[config.mk]
export PLATFORM = sky130hd
export DESIGN_NAME = median5_stream_sched_flat
export DESIGN_NICKNAME = d
export VERILOG_FILES = /design/src/rtl/median5_stream_sched_pkg.sv /design/src/rtl/median5_stream_sched_if.sv /design/src/rtl/median5_stream_sched_cmp_swap.sv /design/src/rtl/median5_stream_sched.sv /design/src/flat_wrapper.sv
export SDC_FILE = /design/constraint.sdc
export NUM_CORES = 1
export LEC_CHECK = 0
export ABC_CLOCK_PERIOD_IN_PS = 9400
export CAP_MARGIN = 5
export CORE_MARGIN = 5
export CORE_UTILIZATION = 44
export DETAILED_ROUTE_END_ITERATION = 10
export PLACE_DENSITY = 0.6
export REMOVE_ABC_BUFFERS = 1
export SKIP_LAST_GASP = 1
export SLEW_MARGIN = 40
export SYNTH_ARGS = -nofsm -noshare
export SYNTH_HDL_FRONTEND = slang
export SYNTH_SLANG_ARGS = --single-unit
[constraint.sdc]
create_clock -name clk -period 9.4 [get_ports clk]
set_input_delay 1.88 -clock clk [delete_from_list [all_inputs] [get_ports clk]]
set_output_delay 1.88 -clock clk [all_outputs]
set_load 0.01 [all_outputs]
[src/rtl/median5_stream_sched_pkg.sv]
`default_nettype none
// +----------------------------------------------------------------------+
// | median5_pkg                                                          |
// | Shared constants, state encoding and sort schedule for median5.      |
// | Revision: 1.0                                                        |
// +----------------------------------------------------------------------+
package median5_pkg;

    localparam int WIN   = 5;
    localparam int MID   = 2;
    localparam int NSTEP = 10;

    typedef enum logic [1:0] {
        IDLE   = 2'd0,
        ACCEPT = 2'd1,
        SORT   = 2'd2,
        OUT    = 2'd3
    } state_e;

    // Odd-even transposition: five phases serialised into single compare-exchanges
    localparam logic [2:0] PAIR_LO [NSTEP] = '{
        3'd0, 3'd2, 3'd1, 3'd3, 3'd0, 3'd2, 3'd1, 3'd3, 3'd0, 3'd2
    };

endpackage
`default_nettype wire

[src/rtl/median5_stream_sched_if.sv]
`default_nettype none
// +----------------------------------------------------------------------+
// | median5_stream_sched_if                                              |
// | Input/output valid-ready streams plus flush and busy for median5.    |
// | Revision: 1.0                                                        |
// +----------------------------------------------------------------------+
interface median5_stream_sched_if #(
    parameter int WIDTH = 8
);
    logic             in_valid;
    logic             in_ready;
    logic [WIDTH-1:0] in_data;
    logic             flush;
    logic             out_valid;
    logic             out_ready;
    logic [WIDTH-1:0] out_data;
    logic             busy;

    modport master (
        output in_valid, in_data, flush, out_ready,
        input  in_ready, out_valid, out_data, busy
    );

    modport slave (
        input  in_valid, in_data, flush, out_ready,
        output in_ready, out_valid, out_data, busy
    );
endinterface
`default_nettype wire

[src/rtl/median5_stream_sched_cmp_swap.sv]
`default_nettype none
// +----------------------------------------------------------------------+
// | median5_cmp_swap                                                     |
// | Combinational unsigned compare-exchange: lo=min, hi=max.             |
// | Revision: 1.0                                                        |
// +----------------------------------------------------------------------+
module median5_cmp_swap #(
    parameter int WIDTH = 8
) (
    input  logic [WIDTH-1:0] a,
    input  logic [WIDTH-1:0] b,
    output logic [WIDTH-1:0] lo,
    output logic [WIDTH-1:0] hi,
    output logic             swapped
);
    // Strict compare so equal values are never exchanged
    always_comb begin
        swapped = (a > b);
        lo      = swapped ? b : a;
        hi      = swapped ? a : b;
    end
endmodule
`default_nettype wire

[src/rtl/median5_stream_sched.sv]
`default_nettype none
// +----------------------------------------------------------------------+
// | median5_stream_sched                                                 |
// | Streaming median-of-5 with one shared compare-exchange unit.         |
// | Revision: 1.0                                                        |
// +----------------------------------------------------------------------+
module median5_stream_sched
    import median5_pkg::*;
#(
    parameter int WIDTH = 8
) (
    input  logic                   clk,
    input  logic                   rst_n,
    median5_stream_sched_if.slave  bus
);

    state_e           state_q,     state_d;
    logic [2:0]       cnt_q,       cnt_d;
    logic [3:0]       step_q,      step_d;
    logic [WIDTH-1:0] win_q [WIN];
    logic [WIDTH-1:0] win_d [WIN];
    logic [WIDTH-1:0] srt_q [WIN];
    logic [WIDTH-1:0] srt_d [WIN];
    logic             in_ready_q,  in_ready_d;
    logic             out_valid_q, out_valid_d;
    logic [WIDTH-1:0] out_data_q,  out_data_d;

    logic [2:0]       pair_k;
    logic [WIDTH-1:0] cmp_a, cmp_b, cmp_lo, cmp_hi;
    logic             cmp_swapped;

    assign pair_k = PAIR_LO[step_q];
    assign cmp_a  = srt_q[pair_k];
    assign cmp_b  = srt_q[pair_k + 3'd1];

    median5_cmp_swap #(.WIDTH(WIDTH)) u_cmp_swap (
        .a       (cmp_a),
        .b       (cmp_b),
        .lo      (cmp_lo),
        .hi      (cmp_hi),
        .swapped (cmp_swapped)
    );

    always_ff @(posedge clk or negedge rst_n) begin
        if (!rst_n) begin
            state_q     <= IDLE;
            cnt_q       <= 3'd0;
            step_q      <= 4'd0;
            in_ready_q  <= 1'b0;
            out_valid_q <= 1'b0;
            out_data_q  <= '0;
            for (int i = 0; i < WIN; i++) begin
                win_q[i] <= '0;
                srt_q[i] <= '0;
            end
        end else begin
            state_q     <= state_d;
            cnt_q       <= cnt_d;
            step_q      <= step_d;
            in_ready_q  <= in_ready_d;
            out_valid_q <= out_valid_d;
            out_data_q  <= out_data_d;
            win_q       <= win_d;
            srt_q       <= srt_d;
        end
    end

    always_comb begin
        state_d     = state_q;
        cnt_d       = cnt_q;
        step_d      = step_q;
        in_ready_d  = in_ready_q;
        out_valid_d = out_valid_q;
        out_data_d  = out_data_q;
        win_d       = win_q;
        srt_d       = srt_q;

        if (bus.flush) begin
            cnt_d       = 3'd0;
            step_d      = 4'd0;
            out_valid_d = 1'b0;
            in_ready_d  = 1'b1;
            state_d     = ACCEPT;
        end else begin
            case (state_q)
                IDLE: begin
                    in_ready_d = 1'b1;
                    state_d    = ACCEPT;
                end
                ACCEPT: begin
                    if (bus.in_valid && in_ready_q) begin
                        win_d[0] = bus.in_data;
                        for (int i = 1; i < WIN; i++) begin
                            win_d[i] = win_q[i-1];
                        end
                        // Window already holds four or more: this sample completes it
                        if (cnt_q >= 3'(WIN - 1)) begin
                            cnt_d      = 3'(WIN);
                            srt_d      = win_d;
                            step_d     = 4'd0;
                            in_ready_d = 1'b0;
                            state_d    = SORT;
                        end else begin
                            cnt_d = cnt_q + 3'd1;
                        end
                    end
                end
                SORT: begin
                    if (cmp_swapped) begin
                        srt_d[pair_k]        = cmp_lo;
                        srt_d[pair_k + 3'd1] = cmp_hi;
                    end
                    // Final step's exchange is forwarded straight into out_data
                    if (step_q == 4'(NSTEP - 1)) begin
                        out_data_d  = srt_d[MID];
                        out_valid_d = 1'b1;
                        state_d     = OUT;
                    end else begin
                        step_d = step_q + 4'd1;
                    end
                end
                OUT: begin
                    if (bus.out_ready) begin
                        out_valid_d = 1'b0;
                        in_ready_d  = 1'b1;
                        state_d     = ACCEPT;
                    end
                end
                default: state_d = IDLE;
            endcase
        end
    end

    assign bus.in_ready  = in_ready_q;
    assign bus.out_valid = out_valid_q;
    assign bus.out_data  = out_data_q;
    assign bus.busy      = (state_q == SORT) || (state_q == OUT);

endmodule
`default_nettype wire

[src/flat_wrapper.sv]
// flat-port wrapper written by rule: the top's interface ports become plain ports
module median5_stream_sched_flat import median5_pkg::*;
#(
    parameter int WIDTH = 8
)
  (clk, rst_n, bus_in_valid, bus_in_data, bus_flush, bus_out_ready, bus_in_ready, bus_out_valid, bus_out_data, bus_busy);
  median5_stream_sched_if #(.WIDTH(WIDTH)) bus_i ();
  input  logic clk;
  input  logic rst_n;
  input wire logic [$bits(bus_i.in_valid)-1:0] bus_in_valid;
  input wire logic [$bits(bus_i.in_data)-1:0] bus_in_data;
  input wire logic [$bits(bus_i.flush)-1:0] bus_flush;
  input wire logic [$bits(bus_i.out_ready)-1:0] bus_out_ready;
  output wire logic [$bits(bus_i.in_ready)-1:0] bus_in_ready;
  output wire logic [$bits(bus_i.out_valid)-1:0] bus_out_valid;
  output wire logic [$bits(bus_i.out_data)-1:0] bus_out_data;
  output wire logic [$bits(bus_i.busy)-1:0] bus_busy;
  assign bus_i.in_valid = bus_in_valid;
  assign bus_i.in_data = bus_in_data;
  assign bus_i.flush = bus_flush;
  assign bus_i.out_ready = bus_out_ready;
  assign bus_in_ready = bus_i.in_ready;
  assign bus_out_valid = bus_i.out_valid;
  assign bus_out_data = bus_i.out_data;
  assign bus_busy = bus_i.busy;
  median5_stream_sched #(.WIDTH(WIDTH)) u_core (.clk(clk), .rst_n(rst_n), .bus(bus_i));
endmodule
==> flow_summary.ini <==
[floorplanning]
dieArea_um2 = 14800
ios = 24
placementRows = 40
die_h_um = 122
coreArea_um2 = 12200
start_util_pct = 45.3
die_w_um = 122

[run]
drv_cap = 0

[global_routing]
grt_usage_pct = 20.9
grt.overflow.total = 0
use_met1_pct = 28.5
antenna_found_initial = 0
grt-busiest-layer = met2
grt_start_max_net_pins = 56
first_global_vias = 4203
grt_first_pass_wirelength_um = 23500
use_met2_pct = 33.1
use_met3_pct = 4.36

[worst_setup_path]
path_buf_inv = 2
crit_chain = nor2b_4 -> inv_4 -> ha_2 -> a21oi_1 -> a22oi_1 -> inv_1 -> ha_1 -> a211o_1 -> o211ai_2 -> a31oi_4 -> nand4_1 -> o22a_1 -> o21a_1
cp.arrival_ns = 5.08
crit_type = register to register
critPathMaxStageDelay_ns = 0.81
cp_top_family = compound AO/OA/AOI/OAI gates
crit_path_max_fanout = 30
cp-end-kind = register
cp-start-kind = register
critPathSlowestCell = ha_2
required_ns = 9.64
reg2reg_depth = 13
cp_num_cells = 13

[finish]
diodes = 0
fillCellCount = 1141
drive_above_1_share_pct = 19.0
fin_nets = 547
syn2layout_area_growth_pct = 11.1
finalNonFillerCells = 685

[cts]
cts_root_buf = clkbuf_16
clk_pin_slew_ns = 0.06
tritoncts = done
cts_resized = 0
post_cts_buffers = 0
cts_hold_repair.buffers = 0
h-tree-depth = 3
clock_sinks = 91
clockBufferDepth = 2
clk_latency_ns = 0.35
cts_buffers = 9

[place]
port-buffer-count = 23
place.gp.congestion = 0.910
dp_hpwl_um = 9910
placed_cells = 671

[sta]
setup_tns_ns = 0
max_freq_mhz = 206
fin_crit_ns = 4.85
finalMaxSlewViolations = 0
setup_viol = 0
fin_skew_ns = 0.00731
rsz0062_at_grt = no
relSlewSlack_pct = 46.1
tightest_slew_ns = 0.808
hold_viol_final = 0
period_share_pct = 51.6

[pwr]
comb_power_share_pct = 45.3
power_density_nw_per_um2 = 322
ir_drop_mv = 0.161
switching_share_pct = 39.4
clkPwrFrac_pct = 17.9
p_switching_uw = 776
seqPwrFrac_pct = 36.8
intPower_uw = 1200
leakage_uw = 0.00252

[yosys]
synth_warnings = 0
synth-seq-area-share_pct = 41.4
synthFlopType = dfrtp_1
syn_avg_cell_area_um2 = 10.8
syn_inst = 511
synth_cell_types = 56
ys_ff_latch = 91
synth_edf_count = 0
synth_area_um2 = 5510
async_flop_share_pct = 100

[routing]
dr.pass1.iters = 5
num_vias = 4246
drt_first_iter_violations = 417
ant_nets = 0
via_per_inst = 6.20
drc = 0
wirelength_um = 14700
avgRoutedWirePerCell_um = 21.5

[run_status]
status = finished clean

[min_path]
min_path_cells = 1
min_path_type = register to register
==> cells in the mapped netlist, types with 8 or more instances <==
library cell  count  area (um^2)
clkbuf_1         17         63.8
o21a_1            8         60.1
nor3_1           16         80.1
dfrtp_1          91         2280
a21oi_1          41          205
nor4bb_1          9         90.1
and3_1            8         50.1
mux2i_1          24          240
nor2_1           41          154
a31oi_1           9         56.3
a221o_1          24          240
a22oi_1          16          120
inv_1            22         82.6
mux4_2            8          180
ha_1             20          250
mux2_2           38          428
o22a_1           16          140
o21ai_0           9         45.0
==> metal layers <==
layer / up-vias / routed length (um)
li1: 1953 / -
met1: 2138 / 6610
met2: 128 / 6870
met3: 27 / 892
met4: 0 / 341
met5: - / 0
==> final cells by class <==
| cell class | instances | area, um^2 | share of cell area [%] |
|---|---|---|---|
| Inverter | 24 | 92.6 | 1.51 |
| Multi-Input combinational cell | 361 | 2990 | 49.0 |
| Timing Repair Buffer | 27 | 258 | 4.22 |
| Clock inverter | 3 | 40.0 | 0.655 |
| Clock buffer | 11 | 243 | 3.97 |
| Tap cell | 168 | 210 | 3.44 |
| Sequential cell | 91 | 2280 | 37.2 |
==> flip-flops by register name, summed over array words and instances, names as in the netlist <==
signal                flops
u_core.srt_q             40
u_core.win_q             32
u_core.cnt_q              3
u_core.bus.out_valid      1
u_core.bus.out_data       8
u_core.bus.in_ready       1
u_core.step_q             4
u_core.state_q            2
==> per-stage QoR <==
step / worst slack [ns] / hold WS (ns) / power, uW / util (%) / cell area [um^2]
2_1_floorplan: 5.22 / 0.480 / 1350 / - / 5340
5_1_grt: 4.35 / 0.528 / 2110 / 50.3 / 6110
4_1_cts: 4.49 / 0.518 / 1980 / 50.3 / 6110
3_3_place_gp: 4.35 / 0.499 / 1590 / 47.7 / 5800
3_5_place_dp: 4.51 / 0.500 / 1620 / 47.9 / 5830
6_report: 4.55 / 0.511 / 1970 / 50.3 / 6110
==> power groups by stage <==
stage,clock [uW],sequential (uW),combinational (uW)
after global routing,378,746,981
final,354,725,893
after global placement,0,722,866
after floorplan,0,662,692
after CTS,366,720,894
after detailed placement,0,726,891
==> path summary, 6_finish.rpt <==
| path | start | slack, ns | to |
|---|---|---|---|
| max | u_core.step_q[1]$_DFFE_PN0P_ | 4.55 | u_core.srt_q[2]$_DFFE_PN0P_ |
| min | u_core.bus.out_data[5]$_DFFE_PN0P_ | 0.51 | u_core.bus.out_data[5]$_DFFE_PN0P_ |
| max reg2reg | u_core.step_q[1]$_DFFE_PN0P_ | 4.55 | u_core.srt_q[2]$_DFFE_PN0P_ |
| min reg2reg | u_core.bus.out_data[5]$_DFFE_PN0P_ | 0.51 | u_core.bus.out_data[5]$_DFFE_PN0P_ |
| max in group asynchronous | rst_n | 6.84 | u_core.srt_q[1]$_DFFE_PN0P_ |
| min in group asynchronous | rst_n | 1.48 | u_core.win_q[15]$_DFFE_PN0P_ |
==> cells by family after synthesis <==
| group | Yosys count | share of synthesized area (%) |
|---|---|---|
| flops | 91 | 41.4 |
| compound gates | 147 | 20.3 |
| mux | 71 | 15.6 |
| buf+inv | 59 | 4.77 |
| fa+ha+maj | 20 | 4.55 |
| simple gates | 123 | 13.4 |
==> cell usage in the layout (no fill, tap or decap), types with 2 or more instances in the layout <==
master | synthesis | routed
dfrtp_1 | 91 | 91
nor2_1 | 41 | 40
a21oi_1 | 41 | 39
mux2_2 | 38 | 38
a221o_1 | 24 | 24
mux2i_1 | 24 | 24
inv_1 | 22 | 22
clkdlybuf4s50_1 | 0 | 22
ha_1 | 20 | 19
a22oi_1 | 16 | 16
o22a_1 | 16 | 16
nor3_1 | 16 | 16
nor4bb_1 | 9 | 9
a31oi_1 | 9 | 9
o21ai_0 | 9 | 9
clkbuf_16 | 0 | 9
mux4_2 | 8 | 8
o21a_1 | 8 | 8
and3_1 | 8 | 8
nand2_1 | 7 | 7
and4bb_2 | 6 | 6
or2_2 | 6 | 6
a211oi_2 | 6 | 6
nand3_1 | 5 | 5
nand4_1 | 5 | 5
buf_4 | 2 | 5
a211o_1 | 4 | 4
nand2b_1 | 3 | 3
nand4b_1 | 2 | 2
nor2b_1 | 2 | 2
o211ai_1 | 2 | 2
a21oi_2 | 0 | 2
and2_1 | 3 | 2
nor3b_1 | 2 | 2
a211oi_1 | 2 | 2
a21o_1 | 2 | 2
clkinv_2 | 0 | 2
(Power assumes the default switching activity.)
